File: src/rtl/debug_tx_arbiter.sv
// Purpose : round-robin share of the debug UART TX between N_REQ frame producers; sends opcode then payload, LSB byte first.
// Latency : req -> ack 1 cycle, ack -> first tx_start 1 cycle, tx_done -> next tx_start 2 cycles, FIN -> next ack 2 cycles.
// Backpressure: holds in SEND while tx_busy is high; req is sampled only in IDLE and must be held until ack.
//
// Ports:
//   clk, rst_n             clock, asynchronous active-low reset
//   req/req_opcode/req_len/req_data   per-requester frame request and contents (slot i at i*W)
//   flush                  synchronous abort of the frame in flight
//   ack, done              one-hot one-cycle pulses: frame latched / last byte sent
//   busy                   frame in flight, high from the ack cycle through the done cycle
//   tx_start, tx_byte      byte hand-off to the UART shifter (tx_byte held until the next start)
//   tx_busy, tx_done       UART shifter status
module debug_tx_arbiter #(
  parameter int N_REQ      = 3,
  parameter int DATA_WIDTH = 64,
  parameter int LEN_WIDTH  = 4
) (
  input  logic                        clk,
  input  logic                        rst_n,
  input  logic [N_REQ-1:0]            req,
  input  logic [N_REQ*8-1:0]          req_opcode,
  input  logic [N_REQ*LEN_WIDTH-1:0]  req_len,
  input  logic [N_REQ*DATA_WIDTH-1:0] req_data,
  input  logic                        flush,
  output logic [N_REQ-1:0]            ack,
  output logic [N_REQ-1:0]            done,
  output logic                        busy,
  output logic                        tx_start,
  output logic [7:0]                  tx_byte,
  input  logic                        tx_busy,
  input  logic                        tx_done
);

  localparam int MAX_BYTES = DATA_WIDTH / 8;
  localparam int IDX_W     = $clog2(MAX_BYTES + 1);
  localparam int PTR_W     = (N_REQ > 1) ? $clog2(N_REQ) : 1;

  typedef enum logic [1:0] {
    S_IDLE = 2'd0,
    S_SEND = 2'd1,
    S_WAIT = 2'd2,
    S_FIN  = 2'd3
  } state_t;

  state_t                state_q, state_d;
  logic [PTR_W-1:0]      rr_ptr_q, rr_ptr_d;
  logic [PTR_W-1:0]      win_q, win_d;
  logic [IDX_W-1:0]      idx_q, idx_d;
  logic [IDX_W-1:0]      len_q, len_d;
  logic [7:0]            opcode_q, opcode_d;
  logic [DATA_WIDTH-1:0] data_q, data_d;
  logic [N_REQ-1:0]      ack_q, ack_d;
  logic [N_REQ-1:0]      done_q, done_d;
  logic                  busy_q, busy_d;
  logic                  tx_start_q, tx_start_d;
  logic [7:0]            tx_byte_q, tx_byte_d;

  // Round-robin pick: rotate req so the pointer slot sits at bit 0, take the
  // lowest set bit, then rotate the index back.
  logic [N_REQ-1:0]     req_rot;
  logic                 grant_vld;
  logic [PTR_W-1:0]     grant_idx;
  logic [LEN_WIDTH-1:0] len_sel;
  logic [IDX_W-1:0]     eff_len;
  logic [7:0]           cur_byte;

  always_comb begin
    req_rot   = N_REQ'({req, req} >> rr_ptr_q);
    grant_vld = |req;
    grant_idx = '0;
    for (int k = N_REQ - 1; k >= 0; k--) begin
      if (req_rot[k]) begin
        grant_idx = PTR_W'((int'(rr_ptr_q) + k) % N_REQ);
      end
    end
  end

  // Lengths beyond the payload register are clipped; the surplus is silently dropped.
  always_comb begin
    len_sel = req_len[int'(grant_idx)*LEN_WIDTH +: LEN_WIDTH];
    eff_len = (int'(len_sel) > MAX_BYTES) ? IDX_W'(MAX_BYTES) : IDX_W'(len_sel);
  end

  // Payload is consumed by shifting right, so the next payload byte is always in [7:0].
  always_comb begin
    cur_byte = (idx_q == '0) ? opcode_q : data_q[7:0];
  end

  always_comb begin
    state_d    = state_q;
    rr_ptr_d   = rr_ptr_q;
    win_d      = win_q;
    idx_d      = idx_q;
    len_d      = len_q;
    opcode_d   = opcode_q;
    data_d     = data_q;
    ack_d      = '0;
    done_d     = '0;
    busy_d     = busy_q;
    tx_start_d = 1'b0;
    tx_byte_d  = tx_byte_q;

    if (flush && (state_q != S_IDLE)) begin
      // Abort: no done, pointer untouched so the same requester order resumes.
      state_d = S_IDLE;
      busy_d  = 1'b0;
    end else begin
      case (state_q)
        S_IDLE: begin
          // busy was left high through the done cycle; it drops here unless a new frame starts.
          busy_d = 1'b0;
          if (grant_vld) begin
            state_d          = S_SEND;
            win_d            = grant_idx;
            idx_d            = '0;
            len_d            = eff_len;
            opcode_d         = req_opcode[int'(grant_idx)*8 +: 8];
            data_d           = req_data[int'(grant_idx)*DATA_WIDTH +: DATA_WIDTH];
            ack_d[grant_idx] = 1'b1;
            busy_d           = 1'b1;
          end
        end
        S_SEND: begin
          if (!tx_busy) begin
            tx_start_d = 1'b1;
            tx_byte_d  = cur_byte;
            state_d    = S_WAIT;
          end
        end
        S_WAIT: begin
          if (tx_done) begin
            if (idx_q == len_q) begin
              state_d = S_FIN;
            end else begin
              idx_d   = idx_q + 1'b1;
              state_d = S_SEND;
              // Index 0 was the opcode; only advance the payload after a payload byte.
              if (idx_q != '0) begin
                data_d = data_q >> 8;
              end
            end
          end
        end
        S_FIN: begin
          done_d[win_q] = 1'b1;
          state_d       = S_IDLE;
          rr_ptr_d      = (int'(win_q) == N_REQ - 1) ? '0 : win_q + 1'b1;
        end
        default: begin
          state_d = S_IDLE;
        end
      endcase
    end
  end

  always_ff @(posedge clk or negedge rst_n) begin
    if (!rst_n) begin
      state_q    <= S_IDLE;
      rr_ptr_q   <= '0;
      win_q      <= '0;
      idx_q      <= '0;
      len_q      <= '0;
      opcode_q   <= '0;
      data_q     <= '0;
      ack_q      <= '0;
      done_q     <= '0;
      busy_q     <= 1'b0;
      tx_start_q <= 1'b0;
      tx_byte_q  <= 8'h00;
    end else begin
      state_q    <= state_d;
      rr_ptr_q   <= rr_ptr_d;
      win_q      <= win_d;
      idx_q      <= idx_d;
      len_q      <= len_d;
      opcode_q   <= opcode_d;
      data_q     <= data_d;
      ack_q      <= ack_d;
      done_q     <= done_d;
      busy_q     <= busy_d;
      tx_start_q <= tx_start_d;
      tx_byte_q  <= tx_byte_d;
    end
  end

  assign ack      = ack_q;
  assign done     = done_q;
  assign busy     = busy_q;
  assign tx_start = tx_start_q;
  assign tx_byte  = tx_byte_q;

endmodule
File: config.mk
export PLATFORM = sky130hd
export DESIGN_NAME = debug_tx_arbiter
export DESIGN_NICKNAME = d
export VERILOG_FILES = /design/src/rtl/debug_tx_arbiter.sv
export SDC_FILE = /design/constraint.sdc
export NUM_CORES = 1
export LEC_CHECK = 0
export CAP_MARGIN = 20
export CORE_ASPECT_RATIO = 1.75
export CORE_MARGIN = 8
export CORE_UTILIZATION = 44
export CTS_CLUSTER_DIAMETER = 150
export DETAILED_ROUTE_END_ITERATION = 10
export GPL_TIMING_DRIVEN = 0
export PLACE_DENSITY = 0.84
export SLEW_MARGIN = 5
export SYNTH_ARGS = -nofsm -noshare
export SYNTH_HDL_FRONTEND = slang
export SYNTH_SLANG_ARGS = --single-unit
File: constraint.sdc
create_clock -name clk -period 2.9 [get_ports clk]
set_input_delay 0.725 -clock clk [delete_from_list [all_inputs] [get_ports clk]]
set_output_delay 0.725 -clock clk [all_outputs]
set_load 0.02 [all_outputs]
==> out/metrics.cfg <==
[outcome]
status=completed

[critical_path]
path_class=reg2reg
arrival_ps=3070
regToRegStartpoint=rr_ptr_q[1]
required_ps=3170
endpoint=opcode_q[3]
rr_endpoint=opcode_q[3]
end_kind=register
reg2reg_slack_ps=110
cp-start-kind=register
crit_start=rr_ptr_q[1]
crit_fanout=10
reg2regPathDepth=12

[sta]
maxSlewHeadroom_pct=51.2
holdWs_ps=390
setup_violations=0
finalWorstSetupSlack_ps=105
period_share_pct=96.4
rsz0062_at_grt=yes
min_period_ps=2790
tns_ps=0
fmax_mhz=358
worst_slew_pin_slew_ps=722
skew_ps=7.61
hold_viol=0
final_max_slew_viol_count=0

[run]
drv_cap=0

[placed_design]
place_congestion=0.905
post_dp_cell_area_um2=8920
dp_hpwl_mm=19.5
dp_slack_ps=-843
portBuffers=250

[cts]
cts_made_buffers=9
postCtsHoldBufs=0
cts_max_level=3
cts_root_buffer=clkbuf_16
cts.clk_slew.worst_paths_ps=80
clock_sinks=102
cts.path.max_buffers=2
cts_tree=yes
worstSkewPairLatency_ps=360

[synthesis]
synth_nets=871
yosys_most_used_dff=dfrtp_1
ys_warn_count=0
async_reset_ff_share_pct=100
synth_seq_area_share_pct=41.4
avgSynthCellArea_um2=9.78
synth_cell_type_count=55
syn_area_um2=6170
synth_seq_cells=102
syn_inst=631
synth_edf_count=0

[floorplanning]
io_pins=252
core_um2=13800
rows=57
die_height_um=173
die_area_um2=18200
initial_core_util_pct=44.6
fp.dieW_um=106

[power_and_ir_drop]
p_sw_uw=4780
p_leak_uw=0.00389
pwr-share-comb_pct=62.2
seq_power_share_pct=25.1
p_clk_share_pct=12.7
finalPower_uw=10400
irDropWorstVdd_mv=0.600
swShare_pct=45.9
power.density_nw_per_um2=1090
cellInternalPower_uw=5650

[final_layout]
area_growth_pct=54.6
final_area_um2=9540
drive_gt1_share_pct=11.2
num-fill-cells=1106
fin_nets=1139

[global_route]
first_global_vias=6948
use_met2_pct=46.3
use_met3_pct=5.66
grt_antenna_before_repair=1
grt.busiest_layer=met2
grt_use_total_pct=26.8
grtUsageMet1_pct=28.9
grt_max_degree=56
grt.overflow.total=0
grt_pass1_wl_mm=38.3

[route]
wire_per_inst_um=22.9
drc_errors=0
via_per_inst=6.12
ant_nets=0
vias=6622
drt-initial-drc-count=385
totalWireLength_mm=24.8
dr.pass1.iters=5

[worst_hold_path]
hp-class=in2async

## worst max-delay path, stage by stage (launching register included)
cell	delay [ps]
dfrtp_2	430
buf_6	160
clkbuf_4	220
inv_1	90
ha_4	190
nor2b_1	150
a2bb2oi_2	250
o311ai_4	220
a22oi_2	250
buf_6	210
buf_6	190
a22oi_1	150
a21oi_1	210
## power groups by stage
stage,logic [µW],registers [µW],clock network (µW)
4_1_cts,6290,2600,1330
2_1_floorplan,3970,2530,0
3_5_place_dp,5900,2620,0
3_3_place_gp,5780,2600,0
6_report,6490,2620,1320
5_1_grt,7030,2680,1390
## metrics by stage
step | utilization, % | std cells
3_5_place_dp | 64.5 | 1059
4_1_cts | 68.2 | 1078
2_1_floorplan | - | 631
6_report | 68.9 | 1082
5_1_grt | 68.9 | 1082
3_3_place_gp | 64.3 | 1058
## layer usage
metal	share of wire (%)	up-vias
met5	0	-
met4	6.1	0
met3	6.4	87
met2	52	312
met1	35	3190
li1	-	3033
## timing repair
action	4_1_cts	5_1_grt
setup endpoints to repair	79	75
pin swaps	7	2
resized for setup	42	17
setup buffers	4	2
## placed cells by master, fill, tap and decap left out, types with 3 or more instances in the layout
cell type / netlist / final
buf_2: 15 / 6
buf_4: 6 / 16
o211ai_1: 3 / 3
ha_1: 4 / 3
nand2_1: 13 / 12
nor3_1: 5 / 3
o21ai_1: 26 / 26
mux2i_1: 50 / 49
clkbuf_16: 0 / 9
clkdlybuf4s50_1: 0 / 247
buf_1: 5 / 4
a221oi_2: 0 / 11
buf_6: 8 / 12
o221ai_1: 3 / 3
a21o_1: 30 / 30
a311o_1: 3 / 3
nor2_1: 25 / 24
a221oi_1: 28 / 17
nor2b_1: 5 / 5
clkbuf_1: 29 / 21
o21ai_0: 11 / 11
nor3b_1: 6 / 6
mux2_2: 3 / 3
a32oi_1: 36 / 36
clkbuf_2: 0 / 8
a22o_1: 3 / 3
dfrtp_1: 102 / 100
a22oi_1: 64 / 59
inv_8: 0 / 3
o2111ai_1: 4 / 4
a211oi_4: 1 / 3
a21oi_1: 85 / 85
nand3b_1: 3 / 3
xor2_1: 6 / 6
inv_1: 15 / 15
a22oi_2: 1 / 6
## flip-flops by register name (all words and copies together), names as in the netlist
register	flops
busy	1
win_q	2
rr_ptr_q	2
idx_q	4
data_q	64
state_q	2
opcode_q	8
tx_byte	8
ack	3
done	3
tx_start	1
len_q	4
## cell families after synthesis
family,after synthesis,synth area share (%)
buf+inv,78,6.39
xor+xnor,6,0.852
fa+ha+maj,4,0.811
compound gates,318,36.2
flops,102,41.4
simple gates,70,5.76
mux,53,8.66
## worst min-delay path by stage
stage / cells after the start / endpoint / startpoint
after floorplan: 0 / ack[0] / rst_n
after global placement: 1 / done[2] / win_q[0]
after detailed placement: 1 / done[2] / win_q[0]
after CTS: 1 / ack[1] / rst_n
after global routing: 1 / ack[1] / rst_n
final: 1 / data_q[62] / rst_n
## area by class of cell
class / count / area [µm²] / share of cell area, %
diodes: 1 / 2.50 / 0.0262
plain buffers: 62 / 392 / 4.11
clock buffers: 9 / 225 / 2.36
clock inverters: 7 / 97.6 / 1.02
inverters: 15 / 56.3 / 0.590
multi-input cells: 451 / 3400 / 35.7
flip-flops and latches: 102 / 2550 / 26.8
well taps: 177 / 221 / 2.32
repair buffers: 258 / 2590 / 27.1
## cell usage after synthesis (13+ instances only)
library cell,number,area share [%]
a21oi_1,85,6.9
dfrtp_1,102,41
nand2_1,13,0.79
clkbuf_1,29,1.8
nor2_1,25,1.5
mux2i_1,50,8.1
a22oi_1,64,7.8
a221oi_1,28,4.0
inv_1,15,0.91
a21o_1,30,3.6
o21ai_1,26,2.1
buf_2,15,1.2
a32oi_1,36,5.1
(Power assumes the default switching activity.)
